$ cat src/rtl/wt_mem_arbiter_pkg.sv
// wt_mem_arbiter_pkg: shared constants and types
// for the N-channel memory arbiter.
package wt_mem_arbiter_pkg;

  localparam int unsigned L15_TID_WIDTH = 2;
  localparam int unsigned ADAPTER_REQ_FIFO_DEPTH = 3;
  localparam int unsigned ADAPTER_RTRN_FIFO_DEPTH = 2;
  localparam int unsigned MEM_ARB_MAX_OUT = 4;

  typedef enum logic {
    ARB_IDLE,
    ARB_PEND
  } arb_state_e;

  function automatic int unsigned mem_arb_ch_w(
    input int unsigned n
  );
    return (n > 1) ? $clog2(n) : 1;
  endfunction

endpackage

$ cat src/rtl/wt_mem_arbiter_fifo.sv
// wt_mem_arbiter_fifo: small synchronous FIFO with
// head exposed combinationally, no push-through when full.
module wt_mem_arbiter_fifo #(
  parameter int unsigned W     = 8,
  parameter int unsigned DEPTH = 2
) (
  input  logic         clk_i,
  input  logic         rst_ni,
  input  logic         push_i,
  input  logic         pop_i,
  input  logic [W-1:0] data_i,
  output logic [W-1:0] data_o,
  output logic         full_o,
  output logic         empty_o
);

  localparam int unsigned AW =
    (DEPTH > 1) ? $clog2(DEPTH) : 1;
  localparam int unsigned CW = $clog2(DEPTH + 1);

  logic [W-1:0]  r_mem [DEPTH];
  logic [AW-1:0] r_rd;
  logic [AW-1:0] r_wr;
  logic [CW-1:0] r_cnt;
  logic          w_push;
  logic          w_pop;

  function automatic logic [AW-1:0] ptr_inc(
    input logic [AW-1:0] p
  );
    return (p == AW'(DEPTH - 1)) ? '0 : p + 1'b1;
  endfunction

  assign full_o  = (r_cnt == CW'(DEPTH));
  assign empty_o = (r_cnt == '0);
  assign w_push  = push_i & ~full_o;
  assign w_pop   = pop_i & ~empty_o;
  assign data_o  = r_mem[r_rd];

  // storage, pointers and fill level
  always_ff @(posedge clk_i or negedge rst_ni) begin
    if (!rst_ni) begin
      r_rd  <= '0;
      r_wr  <= '0;
      r_cnt <= '0;
      for (int i = 0; i < int'(DEPTH); i++) begin
        r_mem[i] <= '0;
      end
    end else begin
      if (w_push) begin
        r_mem[r_wr] <= data_i;
        r_wr        <= ptr_inc(r_wr);
      end
      if (w_pop) begin
        r_rd <= ptr_inc(r_rd);
      end
      if (w_push & ~w_pop) begin
        r_cnt <= r_cnt + 1'b1;
      end else if (w_pop & ~w_push) begin
        r_cnt <= r_cnt - 1'b1;
      end
    end
  end

endmodule

$ cat src/rtl/wt_mem_arbiter.sv
// wt_mem_arbiter: round-robin N-channel request arbiter
// and tag-routed return path to the L1.5/L2 port.
module wt_mem_arbiter
  import wt_mem_arbiter_pkg::*;
#(
  parameter int unsigned NUM_CH          = 2,
  parameter int unsigned TID_W           = L15_TID_WIDTH,
  parameter int unsigned REQ_W           = 64,
  parameter int unsigned RTRN_W          = 256,
  parameter int unsigned REQ_FIFO_DEPTH  = ADAPTER_REQ_FIFO_DEPTH,
  parameter int unsigned RTRN_FIFO_DEPTH = ADAPTER_RTRN_FIFO_DEPTH,
  parameter int unsigned MAX_OUT         = MEM_ARB_MAX_OUT,
  localparam int unsigned CH_W  = mem_arb_ch_w(NUM_CH),
  localparam int unsigned CNT_W = $clog2(MAX_OUT + 1),
  localparam int unsigned TAG_W = CH_W + TID_W
) (
  input  logic                          clk_i,
  input  logic                          rst_ni,
  input  logic [NUM_CH-1:0]             req_valid_i,
  output logic [NUM_CH-1:0]             req_ready_o,
  input  logic [NUM_CH-1:0][REQ_W-1:0]  req_data_i,
  input  logic [NUM_CH-1:0][TID_W-1:0]  req_tid_i,
  output logic                          mem_req_valid_o,
  input  logic                          mem_req_ack_i,
  output logic [REQ_W-1:0]              mem_req_data_o,
  output logic [TAG_W-1:0]              mem_req_tid_o,
  input  logic                          mem_rtrn_valid_i,
  output logic                          mem_rtrn_ready_o,
  input  logic                          mem_rtrn_bcast_i,
  input  logic [TAG_W-1:0]              mem_rtrn_tid_i,
  input  logic [RTRN_W-1:0]             mem_rtrn_data_i,
  output logic [NUM_CH-1:0]             rtrn_valid_o,
  input  logic [NUM_CH-1:0]             rtrn_ready_i,
  output logic [TID_W-1:0]              rtrn_tid_o,
  output logic [RTRN_W-1:0]             rtrn_data_o,
  output logic                          rtrn_bcast_o,
  output logic                          err_o
);

  localparam int unsigned QW = REQ_W + TID_W;
  localparam int unsigned RW = 1 + TAG_W + RTRN_W;

  arb_state_e r_state;
  arb_state_e w_state_nxt;

  logic [CH_W-1:0]              r_gnt;
  logic [CH_W-1:0]              r_rr;
  logic [REQ_W-1:0]             r_data;
  logic [TAG_W-1:0]             r_tag;
  logic [NUM_CH-1:0][CNT_W-1:0] r_cnt;
  logic                         r_err;

  logic [NUM_CH-1:0]         w_q_full;
  logic [NUM_CH-1:0]         w_q_empty;
  logic [NUM_CH-1:0]         w_q_pop;
  logic [NUM_CH-1:0][QW-1:0] w_q_head;
  logic [NUM_CH-1:0]         w_elig;
  logic [NUM_CH-1:0]         w_dec;

  logic            w_found;
  logic [CH_W-1:0] w_pick;
  logic [CH_W-1:0] w_idx;
  logic            w_load;
  logic            w_ack;

  logic              w_rq_full;
  logic              w_rq_empty;
  logic              w_rq_vld;
  logic              w_rq_pop;
  logic [RW-1:0]     w_rq_head;
  logic              w_hd_bcast;
  logic [TAG_W-1:0]  w_hd_tag;
  logic [CH_W-1:0]   w_hd_ch;
  logic              w_hd_ok;
  logic              w_err_set;

  for (genvar c = 0; c < int'(NUM_CH); c++) begin : g_req_q
    wt_mem_arbiter_fifo #(
      .W     (QW),
      .DEPTH (REQ_FIFO_DEPTH)
    ) u_req_q (
      .clk_i   (clk_i),
      .rst_ni  (rst_ni),
      .push_i  (req_valid_i[c]),
      .pop_i   (w_q_pop[c]),
      .data_i  ({req_tid_i[c], req_data_i[c]}),
      .data_o  (w_q_head[c]),
      .full_o  (w_q_full[c]),
      .empty_o (w_q_empty[c])
    );
  end

  assign req_ready_o = ~w_q_full;

  // eligibility and per-channel pop/increment on ack
  always_comb begin
    w_elig  = '0;
    w_q_pop = '0;
    for (int c = 0; c < int'(NUM_CH); c++) begin
      w_elig[c]  = ~w_q_empty[c] &
                   (r_cnt[c] < CNT_W'(MAX_OUT));
      w_q_pop[c] = w_ack & (r_gnt == CH_W'(c));
    end
  end

  // first eligible channel at or after rr pointer
  always_comb begin
    w_found = 1'b0;
    w_pick  = '0;
    w_idx   = r_rr;
    for (int i = 0; i < int'(NUM_CH); i++) begin
      if (!w_found && w_elig[w_idx]) begin
        w_found = 1'b1;
        w_pick  = w_idx;
      end
      w_idx = (w_idx == CH_W'(NUM_CH - 1)) ?
              '0 : w_idx + 1'b1;
    end
  end

  // arbiter next state: grant in IDLE, hold until ack
  always_comb begin
    w_state_nxt = r_state;
    w_load      = 1'b0;
    w_ack       = 1'b0;
    unique case (r_state)
      ARB_IDLE: begin
        if (w_found) begin
          w_load      = 1'b1;
          w_state_nxt = ARB_PEND;
        end
      end
      ARB_PEND: begin
        if (mem_req_ack_i) begin
          w_ack       = 1'b1;
          w_state_nxt = ARB_IDLE;
        end
      end
      default: w_state_nxt = ARB_IDLE;
    endcase
  end

  // arbiter state register
  always_ff @(posedge clk_i or negedge rst_ni) begin
    if (!rst_ni) begin
      r_state <= ARB_IDLE;
    end else begin
      r_state <= w_state_nxt;
    end
  end

  // granted payload/tag and round-robin pointer
  always_ff @(posedge clk_i or negedge rst_ni) begin
    if (!rst_ni) begin
      r_gnt  <= '0;
      r_rr   <= '0;
      r_data <= '0;
      r_tag  <= '0;
    end else begin
      if (w_load) begin
        r_gnt  <= w_pick;
        r_data <= w_q_head[w_pick][REQ_W-1:0];
        r_tag  <= {w_pick,
                   w_q_head[w_pick][QW-1 -: TID_W]};
      end
      if (w_ack) begin
        r_rr <= (r_gnt == CH_W'(NUM_CH - 1)) ?
                '0 : r_gnt + 1'b1;
      end
    end
  end

  assign mem_req_valid_o = (r_state == ARB_PEND);
  assign mem_req_data_o  = r_data;
  assign mem_req_tid_o   = r_tag;

  wt_mem_arbiter_fifo #(
    .W     (RW),
    .DEPTH (RTRN_FIFO_DEPTH)
  ) u_rtrn_q (
    .clk_i   (clk_i),
    .rst_ni  (rst_ni),
    .push_i  (mem_rtrn_valid_i),
    .pop_i   (w_rq_pop),
    .data_i  ({mem_rtrn_bcast_i, mem_rtrn_tid_i,
               mem_rtrn_data_i}),
    .data_o  (w_rq_head),
    .full_o  (w_rq_full),
    .empty_o (w_rq_empty)
  );

  assign mem_rtrn_ready_o = ~w_rq_full;
  assign w_rq_vld   = ~w_rq_empty;
  assign w_hd_bcast = w_rq_head[RW-1];
  assign w_hd_tag   = w_rq_head[RW-2 -: TAG_W];
  assign w_hd_ch    = w_hd_tag[TAG_W-1 -: CH_W];
  assign w_hd_ok    = ({1'b0, w_hd_ch} <
                       (CH_W + 1)'(NUM_CH));
  assign rtrn_tid_o   = w_hd_tag[TID_W-1:0];
  assign rtrn_data_o  = w_rq_head[RTRN_W-1:0];
  assign rtrn_bcast_o = w_rq_vld & w_hd_bcast;

  // return head routing, pop, decrement and error detect
  always_comb begin
    rtrn_valid_o = '0;
    w_rq_pop     = 1'b0;
    w_dec        = '0;
    w_err_set    = 1'b0;
    unique case (1'b1)
      w_rq_empty: begin
      end
      (w_rq_vld & w_hd_bcast): begin
        rtrn_valid_o = '1;
        w_rq_pop     = &rtrn_ready_i;
      end
      (w_rq_vld & ~w_hd_bcast & ~w_hd_ok): begin
        w_rq_pop  = 1'b1;
        w_err_set = 1'b1;
      end
      (w_rq_vld & ~w_hd_bcast & w_hd_ok): begin
        rtrn_valid_o[w_hd_ch] = 1'b1;
        w_rq_pop = rtrn_ready_i[w_hd_ch];
        if (w_rq_pop) begin
          if (r_cnt[w_hd_ch] == '0) begin
            w_err_set = 1'b1;
          end else begin
            w_dec[w_hd_ch] = 1'b1;
          end
        end
      end
      default: begin
      end
    endcase
  end

  // outstanding counters: inc on ack, dec on return pop
  always_ff @(posedge clk_i or negedge rst_ni) begin
    if (!rst_ni) begin
      r_cnt <= '0;
    end else begin
      for (int c = 0; c < int'(NUM_CH); c++) begin
        if (w_q_pop[c] & ~w_dec[c]) begin
          r_cnt[c] <= r_cnt[c] + 1'b1;
        end else if (w_dec[c] & ~w_q_pop[c]) begin
          r_cnt[c] <= r_cnt[c] - 1'b1;
        end
      end
    end
  end

  // sticky protocol error flag
  always_ff @(posedge clk_i or negedge rst_ni) begin
    if (!rst_ni) begin
      r_err <= 1'b0;
    end else if (w_err_set) begin
      r_err <= 1'b1;
    end
  end

  assign err_o = r_err;

endmodule

$ cat config.mk
export PLATFORM = sky130hd
export DESIGN_NAME = wt_mem_arbiter
export DESIGN_NICKNAME = d
export VERILOG_FILES = /design/src/rtl/wt_mem_arbiter_pkg.sv /design/src/rtl/wt_mem_arbiter_fifo.sv /design/src/rtl/wt_mem_arbiter.sv
export SDC_FILE = /design/constraint.sdc
export NUM_CORES = 1
export LEC_CHECK = 0
export CAP_MARGIN = 25
export CORE_MARGIN = 8
export CORE_UTILIZATION = 38
export CTS_CLUSTER_DIAMETER = 80
export CTS_CLUSTER_SIZE = 40
export DETAILED_ROUTE_END_ITERATION = 10
export HOLD_SLACK_MARGIN = 0.05
export MAX_ROUTING_LAYER = met4
export PLACE_DENSITY = 0.68
export SYNTH_ARGS = -nofsm -noshare
export SYNTH_HDL_FRONTEND = slang
export SYNTH_SLANG_ARGS = --single-unit
$ cat constraint.sdc
create_clock -name clk_i -period 5.03 [get_ports clk_i]
set_input_delay 1.006 -clock clk_i [delete_from_list [all_inputs] [get_ports clk_i]]
set_output_delay 1.006 -clock clk_i [all_outputs]
set_load 0.05 [all_outputs]
# ---- Word-level counts from Yosys, hierarchy flattened
# Cells that the tools add are included.
dict set report totals {
  rom_bits 0
  in_bits 400
  reg_bits 1009
  latchBits 0
  memories 0
  ram_bits 0
  out_inout_bits 333
}
dict set report op_classes {
  n_shift 0
  bitwise 48
  multipliers 0
  n_eq_ne 7
  n_reduce_logical 16
  n_div 0
  n_addsub 18
  n_lt_le_gt_ge 16
  mux 66
}
# operator count
set ops {}
lappend ops {{$mux 260} 4}
lappend ops {{$mux 66} 8}
lappend ops {{$bwmux 520} 1}
lappend ops {{$bwmux 198} 2}
lappend ops {{$bmux 66 s2} 2}
lappend ops {{$demux 66 s2} 2}
lappend ops {{$demux 260 s1} 1}
lappend ops {{$mux 2} 13}
lappend ops {{$mux 1} 23}
lappend ops {{$and 1x1->1} 22}
lappend ops {{$not 1->1} 19}
lappend ops {{$mux 3} 6}
lappend ops {{$add 2x1->2 const B} 7}
lappend ops {{$eq 2x2->1 const B} 7}
lappend ops {{$ge 3x3->1 const B} 4}
lappend ops {{$not 2->3} 4}
lappend ops {{$reduce_bool 2->1} 5}
lappend ops {{$lt 1x2->1 const B} 4}
lappend ops {{$add 3x1->3 const B} 2}
lappend ops {{$logic_not 2->1} 3}
lappend ops {{$lt 3x1->1 const B} 2}
lappend ops {{$lt 3x3->1 const B} 2}
lappend ops {{$sub 2x1->2 const B} 3}
lappend ops {{$sub 3x1->3 const B} 2}
lappend ops {{other kinds (13)} 23}

# ---- Logic depth before layout (Yosys ltp)
dict set report logic_depth {
  word_depth 14
  ltp_mapped 10
  ltp_nobuf 10
}

# ---- Modules after synthesis
# Synthesis repeated with hierarchy kept, for this count alone.
dict set report unflattened {
  cells_unflattened 3104
  area_unflattened_um2 45263.4
}
# module cells_per_inst n_inst area_per_inst_um2
set modules_own_cells {}
lappend modules_own_cells {{wt_mem_arbiter_fifo at u_rtrn_q} 1405 1 22740.6}
lappend modules_own_cells {{wt_mem_arbiter_fifo at g_req_q[0].u_req_q} 663 1 9273.9}
lappend modules_own_cells {{wt_mem_arbiter_fifo at g_req_q[1].u_req_q} 663 1 9268.9}
lappend modules_own_cells {wt_mem_arbiter 373 1 3980.1}

# ---- Least setup slack after synthesis
# Ideal clock, no wire load.
dict set report synth_timing {
  path_kind {register to output}
  from {register u_rtrn_q.r_rd}
  to {output rtrn_valid_o[0]}
  path_stages_with_launch 4
  t_arrival_ps 1549
  n_path_buf 0
  required_time_ps 4024
  slack_ps 2475
  cell_sequence {dfrtp_1 > mux2i_2 > nor2_1 > nor2_1}
}
dict set report synth_between {
  elab_chain_len 9
  elab_cells_between_ends 13
  cone_classes {order compare (2); mux (6); bitwise (4); reduce/logical (1)}
}
# item line
set synth_rtl {}
lappend synth_rtl {{from (decl)} wt_mem_arbiter_fifo.sv:22} ;# logic [AW-1:0] r_rd;
lappend synth_rtl {{from (signal assigned)} wt_mem_arbiter_fifo.sv:55} ;# r_rd <= ptr_inc(r_rd);
lappend synth_rtl {{$not 1->2 (not written as such) (*)} wt_mem_arbiter_fifo.sv:38} ;# assign data_o = r_mem[r_rd];
lappend synth_rtl {{$mux 260 (not written as such) (*) (3 in a row)} wt_mem_arbiter_fifo.sv:38}
lappend synth_rtl {{$lt 1x2->1 (not written as such) / $ge 1x1->1 (equally long branches)} wt_mem_arbiter.sv:221} ;# rtrn_valid_o[w_hd_ch] = 1'b1;
lappend synth_rtl {{$logic_and 1x1->1 (not written as such)} wt_mem_arbiter.sv:221}
lappend synth_rtl {{$mux 1 (not written as such)} wt_mem_arbiter.sv:221}
lappend synth_rtl {{$demux 1 s1} wt_mem_arbiter.sv:221}
lappend synth_rtl {{$pmux 2 s2 (*)} wt_mem_arbiter.sv:209} ;# unique case (1'b1)
lappend synth_rtl {{to (decl)} wt_mem_arbiter.sv:32} ;# output logic [NUM_CH-1:0] rtrn_valid_o,
# Every way passes the cells marked *; elsewhere a longest branch is shown, timed or not. The select of a mux whose other input is x is not followed.

# ---- Worst setup path in the final report
# Same ends and word-level chain as after synthesis.

==> impl_metrics.env <==
export IMPL_die_h_um=359
export IMPL_clock_fmax_mhz=229
export IMPL_fin_crit_ns=4.36
export IMPL_seq_area_mm2=0.0252
export IMPL_area_delta_synth_final_pct=24.2
export IMPL_routed_via_density=5.20
export IMPL_crit_top_cell="nor2_1"
export IMPL_status="complete, no violations"
export IMPL_power_density_mw_per_mm2=793
export IMPL_start_kind="flip-flop"
export IMPL_die_w_um=359
export IMPL_dr_pass1_iters=5
export IMPL_synth_edf_count=0
export IMPL_gp_congestion=0.909
export IMPL_path_cells="mux2i_2, nor2_1, nor2_1, clkdlybuf4s50_1"
export IMPL_cts_buffers_inserted=50
export IMPL_relSlewSlack=0.286
export IMPL_n_fill_cell=10335
export IMPL_core_region_area_mm2=0.117
export IMPL_synth_area_leader_cell="dfrtp_1"
export IMPL_synth_distinct_cells=53
export IMPL_track_usage=0.217
export IMPL_clock_skew_ns=0.0607
export IMPL_grt_max_degree=115
export IMPL_drt_drc_violations_left=0
export IMPL_hpwl_um=101000
export IMPL_arrival_ns=3.35
export IMPL_cts_setup_buffers=0
export IMPL_irDropWorstVdd_mv=0.504
export IMPL_ant_nets=0
export IMPL_netlist_instances=3023
export IMPL_slew_violations=0
export IMPL_syn_area_per_cell_um2=14.8
export IMPL_die_area_mm2=0.129
export IMPL_synth_area_leaders="dfrtp_1 56%, mux2_2 17%, mux2_1 11%"
export IMPL_hold_viol=0
export IMPL_path_class="flip-flop to primary output"
export IMPL_yosys_area_top_type_share=0.565
export IMPL_clock_latency_ns=0.68
export IMPL_netlist_area_mm2=0.0447
export IMPL_postCtsHoldBufs=0
export IMPL_ys_top_cells_by_count="1008 x dfrtp_1, 680 x mux2_2, 419 x mux2_1, 147 x nand2_1, 134 x mux2i_1"
export IMPL_hold_path_class="input port to async pin"
export IMPL_cts_tree="done"
export IMPL_grt_overflow_total=0
export IMPL_cts_resized=0
export IMPL_place_ws_ns=1.36
export IMPL_clkTransAtPathRegs_ns=0.12
export IMPL_dr_total_vias=27557
export IMPL_initial_utilization=0.381
export IMPL_yosysMostFrequentCell="dfrtp_1"
export IMPL_rows=126
export IMPL_h_tree_depth=2
export IMPL_critical_path_top_delay_family="flip-flops"
export IMPL_synth_ff_type="dfrtp_1"
export IMPL_synth_fp_nets=3430
export IMPL_setup_violations=0
export IMPL_cp_startpoint="u_rtrn_q.r_rd"
export IMPL_yosysWarnings=0
export IMPL_path_max_fanout=41
export IMPL_nets=4079
export IMPL_ys_seq_area_frac=0.565
export IMPL_routed_wl_um=140000
export IMPL_ys_seq_elements=1008
export IMPL_multiInputGateArea_mm2=0.0181
export IMPL_cp_buffers_inverters=1
export IMPL_tns_ns=0
export IMPL_grt_first_pass_wirelength_um=207000
export IMPL_clk_path_buf_depth=3
export IMPL_r2r_start="u_rtrn_q.r_rd"
export IMPL_min_period_over_period=0.867
export IMPL_cellLeakagePower_nw=23.0
export IMPL_grt_setup_unrepaired="false"
export IMPL_ios=733
export IMPL_cap_violations=0
export IMPL_grt_pass1_vias=28837
export IMPL_antenna_found_initial=60
export IMPL_tightest_slew_ns=1.07
export IMPL_io_buffers=732
export IMPL_endpoint_kind="primary output"
export IMPL_cts_root_buf="clkbuf_16"
export IMPL_cpMaxStageDelayCell="dfrtp_4"
export IMPL_final_util=0.473
export IMPL_cts_sinks=1008
export IMPL_p_total_w=0.0440
export IMPL_drive_gt1_frac=0.271
export IMPL_slowest_delay_ns=0.90
export IMPL_required_ns=4.02
export IMPL_synthArstFlopShare=1.00
export IMPL_wire_per_inst_um=26.4
export IMPL_setup_ws_ns=0.670
export IMPL_drt_iter0_markers=1517
sequential cells by signal, summed over array words and instances, names as in the netlist:
signal                 cells
g_req_q.u_req_q.r_wr       4
mem_req_data_o            64
g_req_q.u_req_q.r_cnt      4
err_o                      1
u_rtrn_q.r_rd              1
r_gnt                      1
u_rtrn_q.r_mem           520
r_rr                       1
u_rtrn_q.r_cnt             2
r_cnt                      6
u_rtrn_q.r_wr              1
mem_req_tid_o              2
g_req_q.u_req_q.r_rd       4
mem_req_valid_o            1
g_req_q.u_req_q.r_mem    396
per-stage QoR:
stage / hold WS (ns) / cells / area, um^2
after floorplan: 0.448 / 3023 / 44700
after global placement: 0.456 / 5155 / 53400
after detailed placement: 0.452 / 5156 / 53400
after CTS: 0.368 / 5248 / 55400
after global routing: 0.324 / 5297 / 55500
final: 0.295 / 5300 / 55500
cell type report:
cell class,instances,share of cell area
sequential,1008,0.455
clock buffer,54,0.0234
antenna,52,0.00234
multi-input combinational,1808,0.327
clock inverter,38,0.0113
timing repair buffer,798,0.147
inverter,6,0.000406
tap,1536,0.0346
kinds of logic (layout without fill, tap and decap cells):
family	count (synthesis)	in the layout	synth area share
multiplexers	1314	1314	0.334
flip-flops	1008	1008	0.565
AND/OR/NAND/NOR	251	251	0.0275
AO/OA/AOI/OAI	220	220	0.0374
buffers and inverters	207	896	0.0310
XOR/XNOR	16	16	0.00314
adder cells (fa/ha/maj)	7	7	0.00230
other	0	52	0
worst paths after layout:
path	endpoint	slack (ns)	cells past startpoint
max reg2reg	r_cnt[1]	1.80	8
min reg2reg	err_o	0.48	1
min	u_rtrn_q.r_mem[186]	0.30	1
max	rtrn_valid_o[0]	0.67	4
max in group asynchronous	g_req_q[1].u_req_q.r_mem[38]	3.30	2
min in group clk_i	err_o	0.48	1
cells in the final DEF, fill, tap and decap left out, drive strengths merged, types with 2 or more instances in the layout:
cell type / Yosys / layout
a211oi: 66 / 66
a21bo: 3 / 3
a21o: 6 / 6
a21oi: 2 / 2
a221o: 67 / 67
buf: 175 / 67
bufinv: 0 / 3
clkbuf: 26 / 54
clkdlybuf4s50: 0 / 731
clkinv: 0 / 12
clkinvlp: 0 / 3
dfrtp: 1008 / 1008
diode: 0 / 52
fa: 2 / 2
ha: 5 / 5
inv: 6 / 26
mux2: 1179 / 1179
mux2i: 135 / 135
nand2: 148 / 148
nand2b: 2 / 2
nand3b: 4 / 4
nor2: 16 / 16
nor2b: 2 / 2
nor3: 5 / 5
nor3b: 2 / 2
o21ai: 70 / 70
o21bai: 2 / 2
or2: 67 / 67
xnor2: 6 / 6
xor2: 10 / 10
worst reg2reg max path, stage by stage, from the launching register on:
cell and delay (ns):
dfrtp_4 0.90, mux2i_2 0.56, mux2i_1 0.15, nor3_1 0.33
nand3b_1 0.17, ha_1 0.26, inv_1 0.07, fa_1 0.40
mux2_2 0.27
metal layers:
metal / share of wire / track usage
met4: 0.037 / 0.0744
met5: 0 / -
met2: 0.47 / 0.343
met1: 0.42 / 0.267
met3: 0.064 / 0.0602
power breakdown:
part / leakage [nW] / switching [W] / total (W) / internal (W)
Clock: 0.917 / 0.00312 / 0.00538 / 0.00226
Combinational: 10.1 / 0.0135 / 0.0236 / 0.0100
Sequential: 12.0 / 0.00285 / 0.0151 / 0.0122
No activity file was read; power rests on OpenSTA's default activity.
